### config.mk
export PLATFORM = sky130hd
export DESIGN_NAME = dmem_arbiter
export DESIGN_NICKNAME = d
export VERILOG_FILES = /design/src/rtl/dmem_arb_pkg.sv /design/src/rtl/dmem_mmio_regs.sv /design/src/rtl/dmem_arbiter.sv
export SDC_FILE = /design/constraint.sdc
export NUM_CORES = 1
export LEC_CHECK = 0
export ABC_AREA = 1
export CAP_MARGIN = 10
export CORE_AREA = 10 10 238 240
export CTS_BUF_LIST = sky130_fd_sc_hd__clkbuf_8 sky130_fd_sc_hd__clkbuf_16
export DETAILED_ROUTE_END_ITERATION = 10
export DIE_AREA = 0 0 248 250
export DONT_BUFFER_PORTS = 1
export HOLD_SLACK_MARGIN = 0.05
export SETUP_SLACK_MARGIN = 0.1
export SKIP_CTS_REPAIR_TIMING = 1
export SLEW_MARGIN = 20
export SYNTH_ARGS = -nofsm -noshare
export SYNTH_HDL_FRONTEND = slang
export SYNTH_HIERARCHICAL = 1
export SYNTH_SLANG_ARGS = --single-unit
### constraint.sdc
create_clock -name clock -period 8.3 [get_ports clock]
set_input_delay 0.83 -clock clock [delete_from_list [all_inputs] [get_ports clock]]
set_output_delay 0.83 -clock clock [all_outputs]
set_load 0.03 [all_outputs]
### src/rtl/dmem_arb_pkg.sv
// Shared encodings for dmem_arbiter: FSM states, address regions and MMIO offsets.
package dmem_arb_pkg;

  localparam logic [1:0] ST_IDLE  = 2'd0;
  localparam logic [1:0] ST_ISSUE = 2'd1;
  localparam logic [1:0] ST_DONE  = 2'd2;

  localparam logic [16:0] REGION_DMEM  = 17'h0;
  localparam logic [16:0] REGION_MMIO  = 17'h1;
  localparam logic [14:0] MMIO_LED_OFS = 15'h0;

  typedef enum logic [1:0] {
    RGN_DMEM = 2'd0,
    RGN_MMIO = 2'd1,
    RGN_ERR  = 2'd2
  } region_e;

  // Maps addr[31:15] to the region it selects.
  function automatic region_e decode_region(input logic [16:0] i_region);
    region_e v_rgn;
    if (i_region == REGION_DMEM) begin
      v_rgn = RGN_DMEM;
    end else if (i_region == REGION_MMIO) begin
      v_rgn = RGN_MMIO;
    end else begin
      v_rgn = RGN_ERR;
    end
    return v_rgn;
  endfunction

endpackage

### src/rtl/dmem_mmio_regs.sv
// Board I/O window of dmem_arbiter: switch synchronizer, LED register, MMIO read data.
module dmem_mmio_regs #(
  parameter int LED_W = 27,
  parameter int SW_W  = 18
) (
  input  logic             clock,
  input  logic             reset,
  input  logic [SW_W-1:0]  i_switches,
  input  logic             i_led_we,
  input  logic [LED_W-1:0] i_led_wdata,
  output logic [LED_W-1:0] o_leds,
  output logic [63:0]      o_rdata
);

  logic [SW_W-1:0]  r_sw_meta;
  logic [SW_W-1:0]  r_sw_sync;
  logic [LED_W-1:0] r_leds;

  // Two-flop synchronizer for the asynchronous switch inputs
  always_ff @(posedge clock or posedge reset) begin
    if (reset) begin
      r_sw_meta <= '0;
      r_sw_sync <= '0;
    end else begin
      r_sw_meta <= i_switches;
      r_sw_sync <= r_sw_meta;
    end
  end

  // LED drive register
  always_ff @(posedge clock or posedge reset) begin
    if (reset) begin
      r_leds <= '0;
    end else if (i_led_we) begin
      r_leds <= i_led_wdata;
    end else begin
      r_leds <= r_leds;
    end
  end

  assign o_leds  = r_leds;
  assign o_rdata = {{(64-SW_W){1'b0}}, r_sw_sync};

endmodule

### src/rtl/dmem_arbiter.sv
// Two-port arbiter/sequencer in front of the single-port data memory plus board I/O window.
// Optional macro DMEM_ARB_ROUND_ROBIN_EN selects round-robin instead of fixed priority to port 0.
module dmem_arbiter
  import dmem_arb_pkg::*;
#(
  parameter int ADDR_BITS = 14,
  parameter int LED_W     = 27,
  parameter int SW_W      = 18
) (
  input  logic             clock,
  input  logic             reset,
  input  logic             r0_valid,
  input  logic             r1_valid,
  input  logic [63:0]      r0_addr,
  input  logic [63:0]      r1_addr,
  input  logic [63:0]      r0_wdata,
  input  logic [63:0]      r1_wdata,
  input  logic             r0_we,
  input  logic             r1_we,
  output logic             r0_done,
  output logic             r1_done,
  output logic [63:0]      r0_rdata,
  output logic [63:0]      r1_rdata,
  output logic             r0_err,
  output logic             r1_err,
  output logic             r0_stall,
  output logic [63:0]      mem_address,
  output logic [63:0]      mem_write_data,
  output logic             mem_MemWrite,
  output logic             mem_MemRead,
  input  logic [63:0]      mem_read_data,
  input  logic [SW_W-1:0]  switches,
  output logic [LED_W-1:0] leds
);

  logic [1:0]  r_state;
  logic        r_port;
  logic        r_we;
  region_e     r_region;
  logic [14:0] r_ofs;
  logic        r_mem_write, r_mem_read;
  logic [63:0] r_mem_address, r_mem_wdata;
  logic        r_done0, r_done1, r_err0, r_err1;
  logic [63:0] r_rdata0, r_rdata1;

  logic        w_any_valid, w_grant, w_win_we, w_led_we, w_unused_addr_hi;
  logic [63:0] w_win_addr, w_win_wdata, w_result, w_mmio_rdata;
  region_e     w_win_region;

  assign w_any_valid = r0_valid | r1_valid;

`ifdef DMEM_ARB_ROUND_ROBIN_EN
  logic r_rr_ptr;

  // On contention the port not served last wins
  always_comb begin
    w_grant = 1'b0;
    if (r0_valid && r1_valid) begin
      w_grant = r_rr_ptr;
    end else begin
      w_grant = ~r0_valid & r1_valid;
    end
  end

  // Pointer moves away from whichever port was just granted
  always_ff @(posedge clock or posedge reset) begin
    if (reset) begin
      r_rr_ptr <= 1'b0;
    end else if ((r_state == ST_IDLE) && w_any_valid) begin
      r_rr_ptr <= ~w_grant;
    end else begin
      r_rr_ptr <= r_rr_ptr;
    end
  end
`else
  assign w_grant = ~r0_valid & r1_valid;
`endif

  // Winner payload mux
  always_comb begin
    w_win_addr  = r0_addr;
    w_win_wdata = r0_wdata;
    w_win_we    = r0_we;
    if (w_grant) begin
      w_win_addr  = r1_addr;
      w_win_wdata = r1_wdata;
      w_win_we    = r1_we;
    end else begin
      w_win_addr  = r0_addr;
      w_win_wdata = r0_wdata;
      w_win_we    = r0_we;
    end
  end

  assign w_win_region     = decode_region(w_win_addr[31:15]);
  assign w_unused_addr_hi = ^w_win_addr[63:32];

  assign w_led_we = (r_state == ST_ISSUE) && (r_region == RGN_MMIO) && r_we &&
                    (r_ofs == MMIO_LED_OFS);

  dmem_mmio_regs #(
    .LED_W (LED_W),
    .SW_W  (SW_W)
  ) u_mmio (
    .clock       (clock),
    .reset       (reset),
    .i_switches  (switches),
    .i_led_we    (w_led_we),
    .i_led_wdata (r_mem_wdata[LED_W-1:0]),
    .o_leds      (leds),
    .o_rdata     (w_mmio_rdata)
  );

  // Result of the access in flight; stores and error accesses return zero
  always_comb begin
    w_result = 64'h0;
    if (r_we) begin
      w_result = 64'h0;
    end else begin
      case (r_region)
        RGN_DMEM: w_result = mem_read_data;
        RGN_MMIO: w_result = w_mmio_rdata;
        default:  w_result = 64'h0;
      endcase
    end
  end

  // IDLE -> ISSUE -> DONE sequencer; memory strobes are registered at the grant edge
  always_ff @(posedge clock or posedge reset) begin
    if (reset) begin
      r_state       <= ST_IDLE;
      r_port        <= 1'b0;
      r_we          <= 1'b0;
      r_region      <= RGN_DMEM;
      r_ofs         <= 15'h0;
      r_mem_write   <= 1'b0;
      r_mem_read    <= 1'b0;
      r_mem_address <= 64'h0;
      r_mem_wdata   <= 64'h0;
      r_done0       <= 1'b0;
      r_done1       <= 1'b0;
      r_err0        <= 1'b0;
      r_err1        <= 1'b0;
      r_rdata0      <= 64'h0;
      r_rdata1      <= 64'h0;
    end else begin
      case (r_state)
        ST_IDLE: begin
          if (w_any_valid) begin
            r_state       <= ST_ISSUE;
            r_port        <= w_grant;
            r_we          <= w_win_we;
            r_region      <= w_win_region;
            r_ofs         <= w_win_addr[14:0];
            r_mem_address <= {{(64-ADDR_BITS){1'b0}}, w_win_addr[ADDR_BITS-1:0]};
            r_mem_wdata   <= w_win_wdata;
            r_mem_write   <= (w_win_region == RGN_DMEM) & w_win_we;
            r_mem_read    <= (w_win_region == RGN_DMEM) & ~w_win_we;
          end else begin
            r_state <= ST_IDLE;
          end
        end
        ST_ISSUE: begin
          r_mem_write <= 1'b0;
          r_mem_read  <= 1'b0;
          if (r_port) begin
            r_rdata1 <= w_result;
            r_done1  <= 1'b1;
            r_err1   <= (r_region == RGN_ERR);
          end else begin
            r_rdata0 <= w_result;
            r_done0  <= 1'b1;
            r_err0   <= (r_region == RGN_ERR);
          end
          r_state <= ST_DONE;
        end
        ST_DONE: begin
          r_done0 <= 1'b0;
          r_done1 <= 1'b0;
          r_err0  <= 1'b0;
          r_err1  <= 1'b0;
          r_state <= ST_IDLE;
        end
        default: begin
          r_state <= ST_IDLE;
        end
      endcase
    end
  end

  assign r0_done        = r_done0;
  assign r1_done        = r_done1;
  assign r0_err         = r_err0;
  assign r1_err         = r_err1;
  assign r0_rdata       = r_rdata0;
  assign r1_rdata       = r_rdata1;
  assign r0_stall       = r0_valid & ~r_done0;
  assign mem_address    = r_mem_address;
  assign mem_write_data = r_mem_wdata;
  assign mem_MemWrite   = r_mem_write;
  assign mem_MemRead    = r_mem_read;

endmodule

# After elaboration in Yosys (flattened, before gate mapping)
# Cells that the tools add are included.
word_totals:
  output_inout_bits: 290
  wordCells: 72
  register_bits: 296
classes:
  eq_ne: 8
  n_bitwise: 9
  muxes: 21
  n_reduce_logical: 16
op_table:
  columns: ["operator", "n"]
  rows:
  - ["64-bit two-way mux", 2]
  - ["64-bit case mux with 2 select lines", 1]
  - ["32-bit two-way mux", 1]
  - ["17-bit by 1-bit equality test with 1-bit output, second input constant", 1]
  - ["17-bit zero test", 1]
  - ["15-bit zero test", 1]
  - ["1-bit case mux with 2 select lines", 6]
  - ["2-bit AND reduction", 6]
  - ["1-bit two-way mux", 8]
  - ["2-bit zero test", 3]
  - ["2-bit inequality test, second input constant", 3]
  - ["1-bit AND", 4]
  - ["2-bit by 1-bit equality test with 1-bit output, second input constant", 2]
  - ["2-bit equality test, second input constant", 2]
  - ["2-bit two-way mux", 2]
  - ["1-bit inverter", 4]
  - ["2-bit case mux with 2 select lines", 1]
  - ["2-bit nonzero test", 2]
  - ["1-bit logical AND", 3]
  - ["1-bit bitwise OR", 1]

# Depth between registers and ports, before layout
logic_depth:
  word_depth: 10
  mapped_depth: 11
  depth_no_buf: 9

# Hierarchy
# The synthesis kept the hierarchy.
modules_own_cells:
  columns: ["module", "area_each_um2", "cells_per_inst", "seq_area_each_um2", "instances"]
  rows:
  - ["dmem_arbiter", 10477.5, 1323, 5480.3, 1]
  - ["dmem_mmio_regs", 2313.5, 198, 1576.5, 1]

# Worst setup path before layout
# No wires, ideal clock.
synth_path:
  path_type: "input to output"
  startpoint: "input r0_valid"
  endpoint: "output r0_stall"
  t_arrival_ns: 1.295
  cell_stages: 2
  required_time_ns: 7.470
  path_buffers: 0
  slack_ns: 6.175
  cell_sequence: "inv_1 nor2_1"
synth_between:
  elab_chain_cells: 1
synth_rtl:
  columns: ["item", "line_no", "text"]
  rows:
  - ["start, declared", "dmem_arbiter.sv:12", "input logic r0_valid,"]
  - ["1-bit AND", "dmem_arbiter.sv:197", "assign r0_stall = r0_valid & ~r_done0;"]
  - ["end, declared", "dmem_arbiter.sv:26", "output logic r0_stall,"]
# No other way between the ends.

# Final worst setup path
layout_path:
  startpoint: "register r_state[1]"
  endpoint: "register r_region[0]"
layout_between:
  elab_chain_cells: 2
layout_rtl:
  columns: ["item", "line_no", "text"]
  rows:
  - ["start, declared", "dmem_arbiter.sv:36", "logic [1:0] r_state;"]
  - ["start signal, assigned", "dmem_arbiter.sv:131", "r_state <= ST_IDLE;"]
  - ["start signal, assigned", "dmem_arbiter.sv:150", "r_state <= ST_ISSUE;"]
  - ["start signal, assigned", "dmem_arbiter.sv:160", "r_state <= ST_IDLE;"]
  - ["2-bit zero test", "dmem_arbiter.sv:147", "case (r_state)"]
  - ["2-bit AND reduction (no source line)", null, null]
  - ["end signal, assigned", "dmem_arbiter.sv:153", "r_region <= w_win_region;"]
  - ["end, declared", "dmem_arbiter.sv:39", "region_e r_region;"]
# No other way between the ends.
# A chain may end at the register's enable or synchronous reset.

==> results.yml <==
synthesis:
  syn_area_per_cell_sq_um: 8.410
  ys_warn_count: 6
  syn_inst: 1521
  ys_seq_elements: 282
  synthesis.area_sq_mm: 0.01279
  ys_seq_area_share_pct: 55.17
  synth_cell_types: 27
finish:
  nets: 1805
  fillers: 5614
  final_core_util_pct: 26.62
  syn2layout_area_growth_pct: 8.256
  final_cells: 2173
  drive_above_1_share_pct: 5.664
  finalInstanceArea_sq_mm: 0.01385
power:
  netSwitchingFraction_pct: 48.46
  seqPwrFrac_pct: 57.6
  p_leak_nw: 6.452
  p_int_mw: 3.022
  combPwrFrac_pct: 19.0
  power_switching_mw: 2.842
  finalPower_mw: 5.863
  pwr-share-clk_pct: 23.3
  irDropWorstVdd_uv: 177.3
  powerDensity_mw_per_mm2: 423.4
die:
  die_w_um: 248
  start_util_pct: 24.59
  die_y_um: 250
  std_cell_rows: 84
  num_io_pins: 634
  die_area_sq_mm: 0.06200
  core-area_sq_mm: 0.05202
placement:
  dpl.hpwl_um: 31330
  placed_cells: 2116
  place_area_sq_mm: 0.01283
  io_buffers: 0
  pre_cts_ws_ns: 5.408
  gp_congestion: 0.8787
sta:
  setup_tns_ns: 0
  slew_violations: 0
  fin_ws_ns: 5.747
  timing.final.crit_period_ns: 2.553
  report.final.hold_viol_count: 0
  setup_viol: 0
  finalCritPeriodShare_pct: 30.76
  slew_headroom_pct: 35.89
  final.setup_skew_ns: 0.01267
  worstMarginPinSlew_ns: 0.9617
  hold_slack_ns: 0.1570
  rsz0062_at_grt: "no"
  timing.fmax_mhz: 391.6
cts:
  cts_tree: "done"
  h-tree-depth: 1
  clk_latency_ns: 0.59
  cts_buffers: 31
  clk_pin_slew_ns: 0.06
  clockBufferDepth: 3
  cts_root_buffer: "clkbuf_16"
  clock-sinks: 282
worst_setup_path:
  worst-r2r-setup-slack_ns: 5.75
  arrival_ns: 3.06
  startpoint_type: "register"
  worstPathMaxFanout: 105
  worstSetupPathType: "register to register"
  end_kind: "register"
  required_ns: 8.81
drt:
  drt-total-wl_um: 41490
  routedWlPerCell_um: 19.09
  drtIter0Drc: 572
  ant_nets: 0
  viasPerCell: 4.328
  drc: 0
  first_pass_iters: 6
  vias: 9405
run:
  drv_cap: 0
global_routing:
  grt.total_usage_pct: 12.64
  grt_max_degree: 106
  antenna_found_initial: 5
  globalRoute.totalOverflow: 0
  grt_pass1_vias: 9532
  grt_pass1_wl_um: 61400
min_path:
  hold_class: "input port to async pin"
status:
  outcome: "complete, no violations"
placed cells by master (no fill, tap or decap), types with 2 or more instances in the layout:
master,n
o21ai_1,23
nand3_1,10
nor2_4,4
a21oi_1,2
inv_2,6
conb_1,96
clkbuf_8,4
clkbuf_16,31
dfrtp_1,282
clkinv_2,9
buf_4,13
nor4_1,4
or2_2,2
inv_8,2
a31oi_1,79
o21ai_0,178
nand2_2,6
bufinv_16,3
nor2_1,102
nand2_1,531
diode_2,2
inv_1,86
and2_1,2
nor2_2,2
cells in the mapped netlist:
| cell type | count | area [sq um] |
|---|---|---|
| or2_1 | 2 | 12.51 |
| inv_2 | 5 | 18.77 |
| nand4_1 | 1 | 6.260 |
| nor2_2 | 3 | 18.77 |
| buf_6 | 8 | 90.09 |
| and2_1 | 2 | 12.51 |
| nand2_1 | 532 | 1997 |
| nor2_1 | 103 | 386.6 |
| a31oi_1 | 79 | 494.2 |
| buf_4 | 111 | 833.3 |
| buf_2 | 48 | 240.2 |
| inv_1 | 82 | 307.8 |
| nand3_1 | 10 | 50.05 |
| inv_8 | 1 | 11.26 |
| o21ai_0 | 178 | 890.9 |
| nor2_4 | 2 | 22.52 |
| and2_0 | 1 | 6.260 |
| or2_2 | 1 | 6.260 |
| a21oi_1 | 2 | 10.01 |
| clkbuf_1 | 32 | 120.1 |
| nand2_2 | 5 | 31.28 |
| conb_1 | 2 | 7.510 |
| nor4_1 | 4 | 25.02 |
| nor3_1 | 1 | 5.000 |
| buf_8 | 1 | 15.01 |
| dfrtp_1 | 282 | 7057 |
| o21ai_1 | 23 | 115.1 |
final cells by class:
class	instances	area (sq um)	share of cell area, %
sequential	282	7057	50.96
multi-input combinational	1045	4466	32.25
tap	688	860.8	6.217
clock buffer	35	830.8	6.000
inverter	88	347.8	2.512
clock inverter	20	182.7	1.319
timing repair buffer	13	97.59	0.7048
antenna	2	5.005	0.03614
cell families (layout without fill, tap and decap cells):
family,count (synthesis),in the layout,share of synthesized area [%]
flip-flops,282,282,55.17
buffers and inverters,288,156,12.79
AO/OA/AOI/OAI,282,282,11.81
AND/OR/NAND/NOR,667,667,20.17
other,2,98,0.05871
routing by layer:
| metal | wire length (um) | GRT usage, % |
|---|---|---|
| met5 | 0 | 0 |
| met2 | 20510 | 21.64 |
| met3 | 4534 | 4.860 |
| met1 | 15290 | 14.07 |
| met4 | 1146 | 4.164 |
flip-flops by register name, indices dropped and copies added, names as in the netlist:
signal,flops
r_port,1
u_mmio/r_sw_sync,18
mem_MemRead,1
r1_done,1
r_state,2
r_ofs,15
r1_err,1
mem_write_data,64
r_we,1
r0_done,1
r0_err,1
u_mmio/r_sw_meta,18
r0_rdata,64
r1_rdata,64
u_mmio/o_leds,27
r_region,2
mem_MemWrite,1
power groups by stage:
stage	sequential (mW)	clock, mW	combinational, mW
CTS	3.41	1.42	1.14
global route	3.45	1.48	1.30
finish	3.38	1.37	1.12
global placement	3.42	0	1.09
floorplan	3.09	0	1.10
detailed placement	3.43	0	1.14
path summary, 6_finish.rpt:
check,from,to,depth (start not counted)
hold / removal,reset,r0_rdata[7]$_DFFE_PP0P_,1
setup reg to reg,r_state[1]$_DFF_PP0_,r_region[0]$_DFFE_PP0P_,7
hold reg to reg,u_mmio/r_sw_meta[3]$_DFF_PP0_,u_mmio/r_sw_sync[3]$_DFF_PP0_,0
setup / recovery,r_state[1]$_DFF_PP0_,r_region[0]$_DFFE_PP0P_,7
min in group clock,switches[17],u_mmio/r_sw_meta[17]$_DFF_PP0_,0
max in group asynchronous,reset,r1_rdata[36]$_DFFE_PP0P_,2
worst max-delay path: stages, from the launching register on:
cell,delay (ns)
dfrtp_1,0.41
inv_1,0.08
o21ai_1,0.10
nor2_4,0.08
buf_4,0.48
buf_4,0.79
nand4_1,0.37
nand2_1,0.15
Note: power is estimated with default switching activity, not from simulation.
